===== config.mk =====
export PLATFORM = sky130hd
export DESIGN_NAME = wave_gen_flat
export DESIGN_NICKNAME = d
export VERILOG_FILES = /design/src/rtl/wave_gen_pkg.sv /design/src/rtl/wave_gen_if.sv /design/src/rtl/wave_gen_ch.sv /design/src/rtl/wave_gen.sv /design/src/flat_wrapper.sv
export SDC_FILE = /design/constraint.sdc
export NUM_CORES = 1
export LEC_CHECK = 0
export CORE_UTILIZATION = 45
export CTS_BUF_LIST = sky130_fd_sc_hd__clkbuf_4 sky130_fd_sc_hd__clkbuf_8 sky130_fd_sc_hd__clkbuf_16
export CTS_CLUSTER_DIAMETER = 100
export DETAILED_ROUTE_END_ITERATION = 7
export GPL_ROUTABILITY_DRIVEN = 0
export PLACE_DENSITY_LB_ADDON = 0.2
export SYNTH_ARGS = -nofsm -noshare
export SYNTH_HDL_FRONTEND = slang
export SYNTH_SLANG_ARGS = --single-unit

===== constraint.sdc =====
create_clock -name clk -period 2.8 [get_ports clk]
set_input_delay 0.56 -clock clk [delete_from_list [all_inputs] [get_ports clk]]
set_output_delay 0.56 -clock clk [all_outputs]
set_load 0.05 [all_outputs]

===== src/rtl/wave_gen_pkg.sv =====
`default_nettype none
// ============================================================================
//  Module      : wave_gen_pkg
//  Description : Shared types and constants for the waveform stimulus
//                generator: channel mode encoding, FSM state encoding and
//                Galois LFSR tap masks per legal channel width.
//  Revision    : 1.0  initial release
// ============================================================================
package wave_gen_pkg;

    // Channel modes. Codes 5..7 are reserved and behave as HOLD.
    typedef enum logic [2:0] {
        HOLD   = 3'd0,
        UP     = 3'd1,
        DOWN   = 3'd2,
        LFSR   = 3'd3,
        TOGGLE = 3'd4
    } wave_mode_e;

    typedef enum logic [1:0] {
        IDLE  = 2'd0,
        DELAY = 2'd1,
        RUN   = 2'd2
    } wave_state_e;

    // Right-shift Galois tap masks (maximal length for each width).
    localparam logic [7:0]  TAPS8  = 8'hB8;
    localparam logic [15:0] TAPS16 = 16'hB400;
    localparam logic [31:0] TAPS32 = 32'h80200003;

    // Tap mask for a channel width, zero-extended to 32 bits.
    function automatic logic [31:0] lfsr_taps(input int width);
        logic [31:0] w_taps;
        case (width)
            8:       w_taps = {24'h0, TAPS8};
            16:      w_taps = {16'h0, TAPS16};
            default: w_taps = TAPS32;
        endcase
        return w_taps;
    endfunction

endpackage
`default_nettype wire


===== src/rtl/wave_gen_if.sv =====
`default_nettype none
// ============================================================================
//  Module      : wave_gen_if
//  Description : Configuration write channel of the waveform generator.
//                A write is accepted when cfg_valid && cfg_ready at the
//                rising edge of clk.
//  Ports       : cfg_valid  master->slave  write request
//                cfg_ready  slave->master  write acceptance
//                cfg_ch     master->slave  target channel
//                cfg_mode   master->slave  channel mode (wave_mode_e code)
//                cfg_seed   master->slave  initial channel value
//  Revision    : 1.0  initial release
// ============================================================================
interface wave_gen_if #(
    parameter int NUM_CH = 4,
    parameter int WIDTH  = 8
) ();
    localparam int CH_W = (NUM_CH > 1) ? $clog2(NUM_CH) : 1;

    logic             cfg_valid;
    logic             cfg_ready;
    logic [CH_W-1:0]  cfg_ch;
    logic [2:0]       cfg_mode;
    logic [WIDTH-1:0] cfg_seed;

    modport master (
        output cfg_valid,
        output cfg_ch,
        output cfg_mode,
        output cfg_seed,
        input  cfg_ready
    );

    modport slave (
        input  cfg_valid,
        input  cfg_ch,
        input  cfg_mode,
        input  cfg_seed,
        output cfg_ready
    );
endinterface
`default_nettype wire


===== src/rtl/wave_gen_ch.sv =====
`default_nettype none
// ============================================================================
//  Module      : wave_gen_ch
//  Description : One waveform channel: mode and value registers plus the
//                per-mode next-value logic. Optional wrap pulse when the
//                WAVE_GEN_WRAP_EN macro is defined.
//  Ports       : clk       clock, rising edge
//                reset     synchronous active-high reset
//                cfg_we    load mode/seed this cycle
//                cfg_mode  mode to load
//                cfg_seed  value to load (zero becomes 1 in LFSR mode)
//                adv       advance the value once this cycle
//                value     registered channel value
//                wrap      (WAVE_GEN_WRAP_EN only) UP/DOWN wrap pulse
//  Revision    : 1.0  initial release
// ============================================================================
module wave_gen_ch
    import wave_gen_pkg::*;
#(
    parameter int WIDTH = 8
) (
    input  logic             clk,
    input  logic             reset,
    input  logic             cfg_we,
    input  logic [2:0]       cfg_mode,
    input  logic [WIDTH-1:0] cfg_seed,
    input  logic             adv,
    output logic [WIDTH-1:0] value
`ifdef WAVE_GEN_WRAP_EN
    ,
    output logic             wrap
`endif
);

    localparam logic [WIDTH-1:0] c_taps = WIDTH'(lfsr_taps(WIDTH));
    localparam logic [WIDTH-1:0] c_one  = {{(WIDTH-1){1'b0}}, 1'b1};

    logic [2:0]       r_mode;
    logic [WIDTH-1:0] r_value;
    logic [WIDTH-1:0] w_next;
    logic [WIDTH-1:0] w_seed;

    // An all-zero LFSR state would lock up, so it is replaced on load.
    assign w_seed = ((cfg_mode == LFSR) && (cfg_seed == '0)) ? c_one : cfg_seed;

    always_comb begin
        w_next = r_value;
        case (r_mode)
            UP:      w_next = r_value + c_one;
            DOWN:    w_next = r_value - c_one;
            LFSR:    w_next = r_value[0] ? ((r_value >> 1) ^ c_taps) : (r_value >> 1);
            TOGGLE:  w_next = ~r_value;
            default: w_next = r_value;
        endcase
    end

    // Writes only occur in IDLE and advances only in RUN, so the two
    // branches never compete; the ordering is just for clarity.
    always_ff @(posedge clk) begin
        if (reset) begin
            r_mode  <= HOLD;
            r_value <= '0;
        end else if (cfg_we) begin
            r_mode  <= cfg_mode;
            r_value <= w_seed;
        end else if (adv) begin
            r_value <= w_next;
        end
    end

    assign value = r_value;

`ifdef WAVE_GEN_WRAP_EN
    logic r_wrap;

    always_ff @(posedge clk) begin
        if (reset) begin
            r_wrap <= 1'b0;
        end else begin
            r_wrap <= adv && (((r_mode == UP) && (&r_value)) ||
                              ((r_mode == DOWN) && (r_value == '0)));
        end
    end

    assign wrap = r_wrap;
`endif

endmodule
`default_nettype wire


===== src/rtl/wave_gen.sv =====
`default_nettype none
// ============================================================================
//  Module      : wave_gen
//  Description : Multi-channel waveform stimulus generator. NUM_CH channels
//                of WIDTH bits each hold, count up/down, step an LFSR or
//                toggle once per cycle while in RUN. A programmable start
//                delay (DELAY state) precedes RUN after every run request.
//  Ports       : clk        clock, rising edge
//                reset      synchronous active-high reset
//                cfg        configuration write channel (wave_gen_if.slave)
//                run        level-sensitive run request
//                start_dly  cycles spent in DELAY, sampled on leaving IDLE
//                active     high while in RUN (registered)
//                wave_out   channel i at [i*WIDTH +: WIDTH] (registered)
//                wrap       per-channel wrap pulse, present only when
//                           WAVE_GEN_WRAP_EN is defined
//  Revision    : 1.0  initial release
// ============================================================================
module wave_gen
    import wave_gen_pkg::*;
#(
    parameter int NUM_CH = 4,
    parameter int WIDTH  = 8,
    parameter int DLY_W  = 16
) (
    input  logic                    clk,
    input  logic                    reset,
    wave_gen_if.slave               cfg,
    input  logic                    run,
    input  logic [DLY_W-1:0]        start_dly,
    output logic                    active,
    output logic [NUM_CH*WIDTH-1:0] wave_out
`ifdef WAVE_GEN_WRAP_EN
    ,
    output logic [NUM_CH-1:0]       wrap
`endif
);

    localparam int CH_W = (NUM_CH > 1) ? $clog2(NUM_CH) : 1;
    localparam logic [DLY_W-1:0] c_dly_one = {{(DLY_W-1){1'b0}}, 1'b1};

    wave_state_e      r_state;
    logic [DLY_W-1:0] r_dly;
    logic             r_active;
    logic             r_cfg_ready;
    logic             w_accept;
    logic             w_adv;

    // r_cfg_ready mirrors "state is IDLE", except that it is held low on
    // the reset edge so nothing is accepted coming out of reset.
    assign w_accept = cfg.cfg_valid && r_cfg_ready;
    assign w_adv    = (r_state == RUN);

    always_ff @(posedge clk) begin
        if (reset) begin
            r_state     <= IDLE;
            r_dly       <= '0;
            r_active    <= 1'b0;
            r_cfg_ready <= 1'b0;
        end else begin
            case (r_state)
                IDLE: begin
                    if (run) begin
                        r_cfg_ready <= 1'b0;
                        if (start_dly == '0) begin
                            r_state  <= RUN;
                            r_active <= 1'b1;
                        end else begin
                            r_state <= DELAY;
                            r_dly   <= start_dly;
                        end
                    end else begin
                        r_cfg_ready <= 1'b1;
                    end
                end
                DELAY: begin
                    if (!run) begin
                        r_state     <= IDLE;
                        r_cfg_ready <= 1'b1;
                    end else begin
                        r_dly <= r_dly - c_dly_one;
                        if (r_dly == c_dly_one) begin
                            r_state  <= RUN;
                            r_active <= 1'b1;
                        end
                    end
                end
                RUN: begin
                    // The edge that samples run low still advances the
                    // channels (w_adv is based on the current state).
                    if (!run) begin
                        r_state     <= IDLE;
                        r_active    <= 1'b0;
                        r_cfg_ready <= 1'b1;
                    end
                end
                default: begin
                    r_state     <= IDLE;
                    r_active    <= 1'b0;
                    r_cfg_ready <= 1'b1;
                end
            endcase
        end
    end

    assign active        = r_active;
    assign cfg.cfg_ready = r_cfg_ready;

    // Out-of-range channel indices match no instance, so such writes are
    // accepted and dropped.
    for (genvar i = 0; i < NUM_CH; i++) begin : g_ch
        logic w_we;

        assign w_we = w_accept && (cfg.cfg_ch == CH_W'(i));

`ifdef WAVE_GEN_WRAP_EN
        wave_gen_ch #(
            .WIDTH (WIDTH)
        ) u_ch (
            .clk      (clk),
            .reset    (reset),
            .cfg_we   (w_we),
            .cfg_mode (cfg.cfg_mode),
            .cfg_seed (cfg.cfg_seed),
            .adv      (w_adv),
            .value    (wave_out[i*WIDTH +: WIDTH]),
            .wrap     (wrap[i])
        );
`else
        wave_gen_ch #(
            .WIDTH (WIDTH)
        ) u_ch (
            .clk      (clk),
            .reset    (reset),
            .cfg_we   (w_we),
            .cfg_mode (cfg.cfg_mode),
            .cfg_seed (cfg.cfg_seed),
            .adv      (w_adv),
            .value    (wave_out[i*WIDTH +: WIDTH])
        );
`endif
    end

endmodule
`default_nettype wire


===== src/flat_wrapper.sv =====
// flat-port wrapper written by rule: the top's interface ports become plain ports
module wave_gen_flat import wave_gen_pkg::*;
#(
    parameter int NUM_CH = 4,
    parameter int WIDTH  = 8,
    parameter int DLY_W  = 16
)
  (clk, reset, run, start_dly, active, wave_out, cfg_cfg_valid, cfg_cfg_ch, cfg_cfg_mode, cfg_cfg_seed, cfg_cfg_ready);
  wave_gen_if #(.NUM_CH(NUM_CH), .WIDTH(WIDTH)) cfg_i ();
  input  logic clk;
  input  logic reset;
  input  logic run;
  input  logic [DLY_W-1:0] start_dly;
  output logic active;
  output logic [NUM_CH*WIDTH-1:0] wave_out;
  input wire logic [$bits(cfg_i.cfg_valid)-1:0] cfg_cfg_valid;
  input wire logic [$bits(cfg_i.cfg_ch)-1:0] cfg_cfg_ch;
  input wire logic [$bits(cfg_i.cfg_mode)-1:0] cfg_cfg_mode;
  input wire logic [$bits(cfg_i.cfg_seed)-1:0] cfg_cfg_seed;
  output wire logic [$bits(cfg_i.cfg_ready)-1:0] cfg_cfg_ready;
  assign cfg_i.cfg_valid = cfg_cfg_valid;
  assign cfg_i.cfg_ch = cfg_cfg_ch;
  assign cfg_i.cfg_mode = cfg_cfg_mode;
  assign cfg_i.cfg_seed = cfg_cfg_seed;
  assign cfg_cfg_ready = cfg_i.cfg_ready;
  wave_gen #(.NUM_CH(NUM_CH), .WIDTH(WIDTH), .DLY_W(DLY_W)) u_core (.clk(clk), .reset(reset), .cfg(cfg_i), .run(run), .start_dly(start_dly), .active(active), .wave_out(wave_out));
endmodule

==> results by group <==
Routing
  – Post-Route WL: 17.2 mm
  – Vias per inst: 6.43
  – Post-route ant nets: 0
  – Post-detailed-route wirelength per cell: 17.7 um
  – Total iterations of the first detailed-routing run: 5
  – DRC: 0
  – 1st-iter DRT viols: 769
  – Detailed-route via count: 6,239

Final layout
  – Final Non-Filler Cells: 970
  – Area Overhead vs Synth: 20.6%
  – Register area: 1280 um^2
  – # fillers: 1,119
  – Utilization after layout: 55.5%
  – Area of the multi-input gates: 3870 um^2
  – Number of diodes: 0
  – Layout cells sized above 1: 9.72%
  – Post-route cell area: 6640 um^2
  – Nets: 860

Worst setup path
  – Crit path to: wave_out[8]
  – Slowest-stage cell, CP: clkdlybuf4s50_1
  – WP buf/inv: 1
  – CP delay by family, top: buffers and inverters
  – CP required: 2.24 ns
  – Worst r2r src: u_core.r_state[0]
  – Crit Path Max Fanout: 13
  – Critical Path Stages: 1
  – Worst Path Arrival: 1.94 ns
  – CP startpoint: u_core.g_ch[1].u_ch.value[0]
  – Path depth of the worst reg2reg path: 6
  – Crit path kind: reg2out
  – Setup crit end kind: output pin
  – Worst Setup Start Kind: register
  – Cell breakdown of the critical path: clkdlybuf4s50_1
  – Reg2reg end: u_core.g_ch[2].u_ch.value[2]
  – Worst R2R Setup Slack: 0.31 ns
  – CP max stage delay: 0.92 ns

Clock network
  – H-tree levels: 3
  – Clock Sinks: 64
  – Num CTS Buffers: 9
  – Hold buffer count at CTS: 0
  – CTS clock-pin slew for the worst setup and hold paths: 0.06 ns
  – Worst-Skew Late Latency: 0.34 ns
  – CTS max path bufs: 2
  – TritonCTS clock tree: built
  – Root buffer cell: clkbuf_16

Die
  – DIE HEIGHT: 113 um
  – Die X-Extent: 113 um
  – Rows: 40
  – CORE AREA: 12,000 um^2
  – Die area: 12,700 um^2
  – Number of I/O pins: 67
  – Starting Density: 46.0%

Yosys
  – Synth warnings: 0
  – Async S/R FF share, synth: 0%
  – Syn_area_per_cell: 7.11 um^2
  – Synth top area share: 23.3%
  – Synth Flop Type: dfxtp_1
  – Mapped Cells: 775
  – Syn Std Cell Area: 5510 um^2
  – Largest cells by area after synthesis: dfxtp_1 (23%), nand2_1 (5.7%), a21oi_1 (5.6%)
  – Syn_nets: 817
  – FF+latch count, synth: 64
  – Count leader, synth: nand2_1
  – Yosys top cell by area: dfxtp_1
  – Post-synth EDFFs: 0
  – Seq/Total Area, Yosys: 23.3%
  – Distinct cells, synth: 79
  – Synth top cells by count: nand2_1 (84), nor2_1 (67), dfxtp_1 (64), a21oi_1 (62), clkbuf_1 (59)

Power
  – Power Density: 604 nW/um^2
  – Lkg Pwr: 2.31 nW
  – Final total power: 4.01 mW
  – Peak VDD IR: 0.433 mV

GRT
  – Largest net degree at the start of global routing: 32
  – Global-route wire length before repair: 28.1 mm
  – Tot GR Track Use: 27.5%
  – Initial antenna violation count: 0
  – Vias in the first global route: 5,638
  – Remaining global-route overflow: 0

Timing
  – Fin. Hold Viols: 0
  – RSZ-0062 raised after global routing: no
  – Tcrit/Tclk final: 89.4%
  – Max-Slew Margin vs Limit: 55.7%
  – Final Setup Violations: 0
  – Fin Setup TNS: 0 ns
  – Max-slew violation count: 0
  – Maximum clock rate: 400 MHz
  – Clock Skew: 0.00602 ns
  – Final WS setup: 0.297 ns
  – Hold Worst Slack: 0.488 ns
  – Slew of the pin with the lowest slew margin: 0.664 ns
  – Fin crit period: 2.50 ns

Status
  – Status: complete, no violations

Placed design
  – Port-buffer cells: 66
  – Placement Setup Slack: 0.295 ns
  – Detailed Place HPWL: 12.2 mm
  – Cells after DPL: 954
  – Post-DP Area: 6350 um^2

Worst hold path
  – Worst hold path type: reg2reg

Job
  – Max cap viols: 0
## per-layer routing
metal	part of all wire [%]	vias to the layer above	track usage (%)
met4	3.2	0	12.8
met2	45	290	41.4
met5	0	-	0
li1	-	2964	-
met3	7.6	42	5.45
met1	44	2943	37.5
## cell families after synthesis
group	count (synthesis)	synth area share, %
xor gates and xnor gates	31	4.93
AOI/OAI and AO/OA	249	29.7
muxes	14	2.59
DFF	64	23.3
buffers and inverters	92	6.54
and+or+nand+nor	314	30.6
adders and majority gates	11	2.41
## cell type report
type,instances,share of cell area (%)
repair buffers,101,14.0
well taps,147,2.77
clock inverters,2,0.188
clock buffers,14,4.24
flip-flops and latches,64,19.3
multi-input cells,619,58.2
inverters,23,1.30
## worst min-delay path: stages, from the launching register on
cell	delay, ns
dfxtp_1	0.31
o21ai_0	0.07
a21oi_1	0.06
## sequential cells by signal, summed over array words and instances (netlist names)
| name | count |
|---|---|
| u_core.g_ch.u_ch.r_mode | 12 |
| u_core.r_state | 2 |
| u_core.r_dly | 16 |
| u_core.g_ch.u_ch.value | 32 |
| u_core.active | 1 |
| u_core.cfg.cfg_ready | 1 |
## worst min path at each step
stage,cells past startpoint,slack [ns],end,start
after global placement,2,0.47,u_core.r_dly[11],u_core.r_dly[11]
after global routing,2,0.52,u_core.r_dly[11],u_core.r_dly[11]
after CTS,2,0.49,u_core.r_dly[11],u_core.r_dly[11]
after detailed placement,2,0.48,u_core.r_dly[14],u_core.r_dly[14]
final,2,0.49,u_core.r_dly[11],u_core.r_dly[11]
after floorplan,2,0.45,u_core.r_dly[14],u_core.r_dly[14]
## power breakdown
| group | internal (mW) | switching, mW | total, mW |
|---|---|---|---|
| registers | 1.04 | 0.193 | 1.23 |
| clock network | 0.690 | 0.423 | 1.11 |
| logic | 0.667 | 0.999 | 1.67 |
| total | 2.40 | 1.61 | 4.01 |
## cells in the final DEF (no fill, tap or decap), types with 14 or more instances in the layout
| master | instances |
|---|---|
| xnor2_1 | 20 |
| inv_1 | 22 |
| buf_4 | 34 |
| nor2_1 | 67 |
| nand2_1 | 84 |
| o22ai_1 | 29 |
| dfxtp_1 | 63 |
| nand2b_1 | 15 |
| a21oi_1 | 62 |
| nand3_1 | 14 |
| o21ai_0 | 49 |
| clkdlybuf4s50_1 | 65 |
| nor3_1 | 26 |
## timing repair
action                                  CTS  global route
endpoints found under the hold margin     0             0
buffers inserted                          0             0
endpoints found under the setup margin    0             1
resized for setup                         0             1
Note: power is estimated with default switching activity, not from simulation.
